--- config.mk ---
export PLATFORM = sky130hd
export DESIGN_NAME = seq_detector_prog
export DESIGN_NICKNAME = d
export VERILOG_FILES = /design/src/rtl/seq_detector_prog.sv
export SDC_FILE = /design/constraint.sdc
export NUM_CORES = 1
export LEC_CHECK = 0
export BUFFER_PORTS_ARGS = -buffer_cell sky130_fd_sc_hd__clkbuf_2
export CORE_MARGIN = 5
export CORE_UTILIZATION = 30
export DETAILED_ROUTE_END_ITERATION = 6
export GPL_TIMING_DRIVEN = 0
export PLACE_DENSITY = 0.58
export SLEW_MARGIN = 20
export SYNTH_ARGS = -nofsm -noshare
export SYNTH_HDL_FRONTEND = slang
export SYNTH_SLANG_ARGS = --single-unit
--- constraint.sdc ---
create_clock -name clock -period 7 [get_ports clock]
set_input_delay 0.7 -clock clock [delete_from_list [all_inputs] [get_ports clock]]
set_output_delay 0.7 -clock clock [all_outputs]
set_load 0.01 [all_outputs]
--- src/rtl/seq_detector_prog.sv ---
// seq_detector_prog: run-time programmable Moore sequence detector.
// Pattern of 1..MAX_LEN bits with overlap/non-overlap modes, an input
// qualifier and a saturating match counter. With the reset configuration
// it behaves cycle-for-cycle like the fixed "1011" detector.
module seq_detector_prog #(
   parameter int                 MAX_LEN       = 8,
   parameter int                 CNT_W         = 8,
   parameter logic [MAX_LEN-1:0] RESET_PATTERN = 8'b0000_1011,
   parameter int                 RESET_LEN     = 4,
   parameter bit                 RESET_OVERLAP = 1'b1,
   localparam int                LEN_W         = $clog2(MAX_LEN + 1)
) (
   input  logic               clock,
   input  logic               reset,
   input  logic               cfg_load,
   input  logic [MAX_LEN-1:0] cfg_pattern,
   input  logic [LEN_W-1:0]   cfg_len,
   input  logic               cfg_overlap,
   input  logic               in_valid,
   input  logic               sequence_in,
   output logic               detector_out,
   output logic [CNT_W-1:0]   match_count,
   output logic               count_sat
);

   typedef enum logic {
      S_IDLE,
      S_HIT
   } state_t;

   state_t state, state_nxt;

   // Latched configuration
   logic [MAX_LEN-1:0] pat;
   logic [LEN_W-1:0]   len;
   logic               ovl;

   // Only the previous MAX_LEN-1 samples are stored; together with the
   // incoming bit they form the full MAX_LEN-bit comparison window.
   logic [MAX_LEN-2:0] hist;
   logic [LEN_W-1:0]   fill;

   logic [LEN_W-1:0]   eff_len;
   logic [LEN_W-1:0]   fill_inc;
   logic [MAX_LEN-1:0] hist_nxt;
   logic [MAX_LEN-1:0] mask;
   logic               hit;

   // Window, fill and match evaluation for the sample on the current edge
   always_comb begin
      eff_len  = (len > LEN_W'(MAX_LEN)) ? LEN_W'(MAX_LEN) : len;
      hist_nxt = {hist, sequence_in};
      fill_inc = (fill >= eff_len) ? eff_len : fill + LEN_W'(1);
      mask     = '0;
      for (int unsigned i = 0; i < MAX_LEN; i++) begin
         mask[i] = (i < 32'(eff_len));
      end
      hit = (eff_len != '0) && (fill_inc == eff_len) &&
            ((hist_nxt & mask) == (pat & mask));
   end

   // Configuration, history, fill and saturating counter registers
   always_ff @(posedge clock or negedge reset) begin
      if (!reset) begin
         pat         <= RESET_PATTERN;
         len         <= LEN_W'(RESET_LEN);
         ovl         <= RESET_OVERLAP;
         hist        <= '0;
         fill        <= '0;
         match_count <= '0;
      end else if (cfg_load) begin
         pat         <= cfg_pattern;
         len         <= cfg_len;
         ovl         <= cfg_overlap;
         hist        <= '0;
         fill        <= '0;
         match_count <= '0;
      end else if (in_valid) begin
         hist <= hist_nxt[MAX_LEN-2:0];
         // Non-overlap restarts the fill so the next match needs L fresh bits
         fill <= (hit && !ovl) ? '0 : fill_inc;
         if (hit && !count_sat) begin
            match_count <= match_count + CNT_W'(1);
         end
      end
   end

   // Match state register
   always_ff @(posedge clock or negedge reset) begin
      if (!reset) begin
         state <= S_IDLE;
      end else begin
         state <= state_nxt;
      end
   end

   // Next-state: re-evaluated only on valid samples, cleared by cfg_load
   always_comb begin
      state_nxt = state;
      if (cfg_load) begin
         state_nxt = S_IDLE;
      end else if (in_valid) begin
         state_nxt = hit ? S_HIT : S_IDLE;
      end
   end

   // Moore output decode
   always_comb begin
      detector_out = (state == S_HIT);
   end

   assign count_sat = &match_count;

endmodule

After elaboration in Yosys (flattened, before gate mapping)
Cells that the tools add are included.
Storage, ports and cells
  word-level logic and storage cells: 47
  bits in registers: 33
  input port bits: 18
  memory bits (writable): 0
  memories kept: 0
  memory bits (read-only): 0
  latch bits: 0
  output and inout bits: 10
Operators by class
  mux-type cells: 13
  magnitude comparators: 10
  equality and inequality tests: 2
  shift-type cells: 0
  reduce and logical (&&, ||, !) cells: 11
  divide/modulo/power cells: 0
  $add $sub $neg: 2
  bitwise logic cells: 2
  multiply operators: 0
Operators by type and width (count)
  $mux W8: 3
  $mux W4: 5
  $and A8 B8 Y8: 2
  $lt A3 B4 Y1 const A: 4
  $mux W7: 2
  $add A8 B1 Y8 const B: 1
  $eq A8 B8 Y1: 1
  $lt A1 B4 Y1 const A: 2
  $lt A2 B4 Y1 const A: 2
  $reduce_and A8 Y1: 1
  $add A4 B1 Y4 const B: 1
  $eq A4 B4 Y1: 1
  $ge A4 B4 Y1: 1
  $gt A4 B4 Y1 const B: 1
  $logic_and A1 B1 Y1: 4
  $reduce_bool A2 Y1: 2
  $reduce_bool A4 Y1: 1
  $mux W1: 3
  $logic_not A1 Y1: 2
  $reduce_and A2 Y1: 1

Logic depth before layout (Yosys ltp)
  depth after elaboration: 11
  depth in mapped cells: 10
  mapped depth without buffers: 8

Worst setup path before layout
OpenSTA, ideal clock, no wires.
  kind: register to register
  start: reg len[3]
  end: reg match_count[4]
  data required time: 6.872 ns
  stages on the path, launching flop included: 11
  setup slack: 4.660 ns
  period minus slack after synthesis: 2.340 ns
  arrival: 2.212 ns
  cells stage by stage: dfrtp_1 > buf_6 > nor2b_4 > ha_1 > nand2b_1 > a211oi_2 > o21bai_4 > o22ai_4 > buf_4 > nor3_1 > mux2_1
On the way
  word-level cells in the longest chain between the ends: 10
Ends and longest elaborated chain
  from (decl): line 35  | logic [LEN_W-1:0] len;
  from (signal assigned): line 66  | len <= LEN_W'(RESET_LEN);
  from (signal assigned): line 73  | len <= cfg_len;
  $gt A4 B4 Y1: line 51  | eff_len = (len > LEN_W'(MAX_LEN)) ? LEN_W'(MAX_LEN) : len;
  $mux W4 (*): line 51
  $ge A4 B4 Y1: line 53  | fill_inc = (fill >= eff_len) ? eff_len : fill + LEN_W'(1);
  $mux W4: line 53
  $eq A4 B4 Y1: line 58  | hit = (eff_len != '0) && (fill_inc == eff_len) &&
  $logic_and A1 B1 Y1: line 58
  $logic_and A1 B1 Y1 (*): line 58
  $logic_and A1 B1 Y1 (*): line 82  | if (hit && !count_sat) begin
  $reduce_bool A2 Y1 (no line) (*)
  $reduce_and A2 Y1 (no line) (*)
  to (signal assigned): line 83  | match_count <= match_count + CNT_W'(1);
  to (decl): line 22  | output logic [CNT_W-1:0] match_count,
Mark *: on every way between the ends. The rest lies on a longest branch, timed or not.
A chain may end at the register's enable or synchronous reset.

Worst setup path in the final report
  start: reg len[0]
  end: reg match_count[4]
Same word-level chain as after synthesis.

==> summary.md <==
| Metric | Value |
|---|---|
| Routed length on met3 | 115 µm |
| Leak Pwr | approximately 0.0011 µW |
| RD Place Congestion | 0.7507 |
| Chip width | 91.51 µm |
| Hold Vio Cnt, Final | 0 |
| Max Freq | between 0.3 and 0.4 GHz |
| Met2 WL | 1952 µm |
| Root Buffer | clkbuf_8 |
| DR top layer | met4 |
| Mapped Area | between 1500 and 2000 µm² |
| Asr flop ratio synth | between 90% and 100% |
| Post-synthesis sequential area ratio | a little over two fifths |
| Final setup violation count | 0 |
| Kind of critical path | flop to flop |
| Dpl cells | just under 300 |
| Tightest Pin Transition | about 830 ps |
| Combinational power share | around a quarter |
| Rel. slew slack | between 40% and 50% |
| Site row count | 29 |
| Cts hold-fix bufs | 0 |
| Yosys reg bits | 33 |
| Yosys top cell area share | 35.15% |
| Initial antenna violation count | 0 |
| Post-synth cell types | 46 |
| CTS tree | built |
| Dpl cell area | about 2200 µm² |
| RSZ-0062 raised after global routing | no |
| Area Growth Syn to Fin | 16.70% |
| Worst VDD drop | around 0.10 mV |
| NetSw | around 150 µW |
| Synthesized area per cell | ~11 µm² |
| Adder-Cell Fraction of Synth Area | roughly 3.8% |
| Total track usage | about 11% |
| Critical-path maximum fanout | 10 |
| Number of enable flip-flop cells after synthesis | 0 |
| Via count | 1,485 |
| Post-synthesis simple-gate area fraction | between 10% and 20% |
| Routed len/inst | 14.22 µm |
| Height of the die | 91.51 µm |
| TritonRoute pass-1 iters | 4 |
| WL met1 | about 2100 µm |
| Die Area | 8374 µm² |
| Switching share of power | between 30% and 40% |
| Post-DRT Antenna Nets | 0 |
| Synth top area cells | dfrtp_1, mux2_2, dfstp_2 |
| CTS Buf Count | 5 |
| Pin count of the biggest net entering global routing | 34 |
| Post-CTS sizing | 0 |
| Skew-Pair Late Insertion Delay | 290 ps |
| DRC Markers | 0 |
| Vias in the first global route | roughly 1,600 |
| Worst endpoint data arrival time | approximately 2800 ps |
| Worst Path Required | slightly above 7000 ps |
| Nets@finish | ~240 |
| Pwr dens | roughly 210 nW/µm² |
| Initial core utilization | a little under a third |
| Status | finished, final reports clean |
| # port buffers | 27 |
| Main flop type after synthesis | dfrtp_1 |
| Core area | 6422 µm² |
| Setup tns final | 0 ps |
| # diodes | 0 |
| CTS max path bufs | 2 |
| Largest family of logic cells by synthesized area | simple AND/OR/NAND/NOR gates |
| Share of post-route cells with drive strength above 1 | a little under a third |
| Hold WS | about 480 ps |
| Post-Syn Instances | between 150 and 200 |
| Clk sink count | 33 |
| Post-synthesis mux area share | ~16% |
| Fin crit share | between 30% and 40% |
| Synth area leader | dfrtp_1 |
| Startpoint types | flop |
| Worst Skew | roughly 8.0 ps |
| DR vias/cell | about 5.0 |
| H-tree levels | 2 |
| HPWL after detailed placement | 3131 µm |
| Post-synthesis compound-gate area fraction | 13.62% |
| CP Capture Type | flop |
| Post-Syn Nets | 210 |
| Xor and xnor fraction of the mapped netlist area | approximately 4.4% |
| Max cap viols | 0 |
| Fin. max-slew vios | 0 |
| I/O pin cnt | 28 |
| GRT Residual Overflow | 0 |
| Drt total wl | 4239 µm |
| DR iter-0 viols | 128 |
| Clock power share | about a third |
| Post-CTS Setup Inserts | 0 |
| Time the worst path needs with I/O delays and setup | 2575 ps |
| Seq pwr share | between 40% and 50% |
| First-pass GRT wire length | between 7000 and 8000 µm |
| Worst min path class | flop to flop |
| P_int | around 350 µW |
| Non-filler cells, final | 298 |
| Clock slew at reported path FFs | 70 ps |
| Final instance area | between 2000 and 2500 µm² |
| YS warnings | 0 |
| PnR Total Power | roughly 500 µW |
cells by family (layout without fill, tap and decap cells):
kind of cell | after synthesis | count (layout)
and+or+nand+nor | 63 | 63
adders and majority gates | 6 | 6
muxes | 29 | 29
AOI/OAI and AO/OA | 32 | 32
DFF | 33 | 33
buffers and inverters | 13 | 48
xor gates and xnor gates | 10 | 10
worst max-delay path, stage by stage, from the launching register on:
cell and delay [ps]:
dfrtp_1 450, nor2b_4 230, ha_1 240, nand2b_1 160, a211oi_2 300, o21bai_4 170, o22ai_4 290, buf_4 240
nor3_1 70, mux2_1 320
stage by stage:
step	setup slack, ps	utilization (%)
detailed placement	4418	34.64
floorplan	4660	-
finish	4425	36.22
global route	4203	36.22
CTS	4392	36.22
global placement	4423	34.64
power groups by stage:
stage / combinational, µW / sequential [µW] / clock (µW)
3_3_place_gp: 118 / 223 / 0
5_1_grt: 132 / 221 / 170
2_1_floorplan: 91.3 / 219 / 0
6_report: 118 / 219 / 159
4_1_cts: 120 / 219 / 164
3_5_place_dp: 119 / 223 / 0
per-layer routing:
layer  up-vias  global-route usage (%)
li1        737                       -
met1       719                   14.84
met2        22                   17.22
met3         7                   2.562
met4         0                   4.146
met5         -                       0
layout make-up:
type	count	area, µm²
inverters	5	18.77
repair buffers	27	135.1
flip-flops and latches	33	832.0
clock inverters	1	5.005
multi-input cells	140	1094
plain buffers	8	48.80
well taps	77	96.34
fillers	632	4096
clock buffers	7	96.34
cells in the final DEF, fill, tap and decap left out, types with 2 or more instances in the layout:
master    netlist  layout
xor2_1          6       6
mux2i_1        11      11
clkbuf_8        0       7
mux2_2         12      12
dfrtp_1        28      28
nor2b_1         5       5
and3_1          4       4
mux2_1          6       6
nand2b_1        5       5
dfstp_2         5       5
xnor2_1         4       4
nor3_1          2       2
clkbuf_1        3       3
nor4_2          3       3
o32ai_1         2       2
nand2_1        13      13
buf_6           2       2
a211oi_2        2       2
o21ai_0         2       2
nor2_1         18      18
o31ai_1         2       2
ha_1            6       6
or4_1           2       2
a21oi_1         8       8
inv_1           5       5
nand3_1         5       5
buf_1           2       2
o21ai_1         3       3
clkbuf_2        0      27
o311ai_1        2       2
synth_stat cells (3+ instances only):
cell type	count
dfrtp_1	28
nor2_1	18
nand2_1	13
mux2_2	12
mux2i_1	11
a21oi_1	8
ha_1	6
mux2_1	6
xor2_1	6
dfstp_2	5
inv_1	5
nand2b_1	5
nand3_1	5
nor2b_1	5
and3_1	4
xnor2_1	4
clkbuf_1	3
nor4_2	3
o21ai_1	3
worst paths after layout:
check	startpoint	end	slack [ps]	cells after the start
min	detector_out$_DFFE_PN0P_	detector_out$_DFFE_PN0P_	480	2
min in group asynchronous	reset	fill[1]$_DFFE_PN0P_	500	1
max	len[0]$_DFFE_PN0P_	match_count[4]$_DFFE_PN0P_	4430	9
max in group asynchronous	reset	fill[3]$_DFFE_PN0P_	5980	1
max reg2reg	len[0]$_DFFE_PN0P_	match_count[4]$_DFFE_PN0P_	4430	9
min reg2reg	detector_out$_DFFE_PN0P_	detector_out$_DFFE_PN0P_	480	2
registers in the layout (all words and copies together) (netlist names):
register,flops
detector_out,1
fill,4
hist,7
len,4
match_count,8
ovl,1
pat,8
Power figures use the tool's default switching activity.
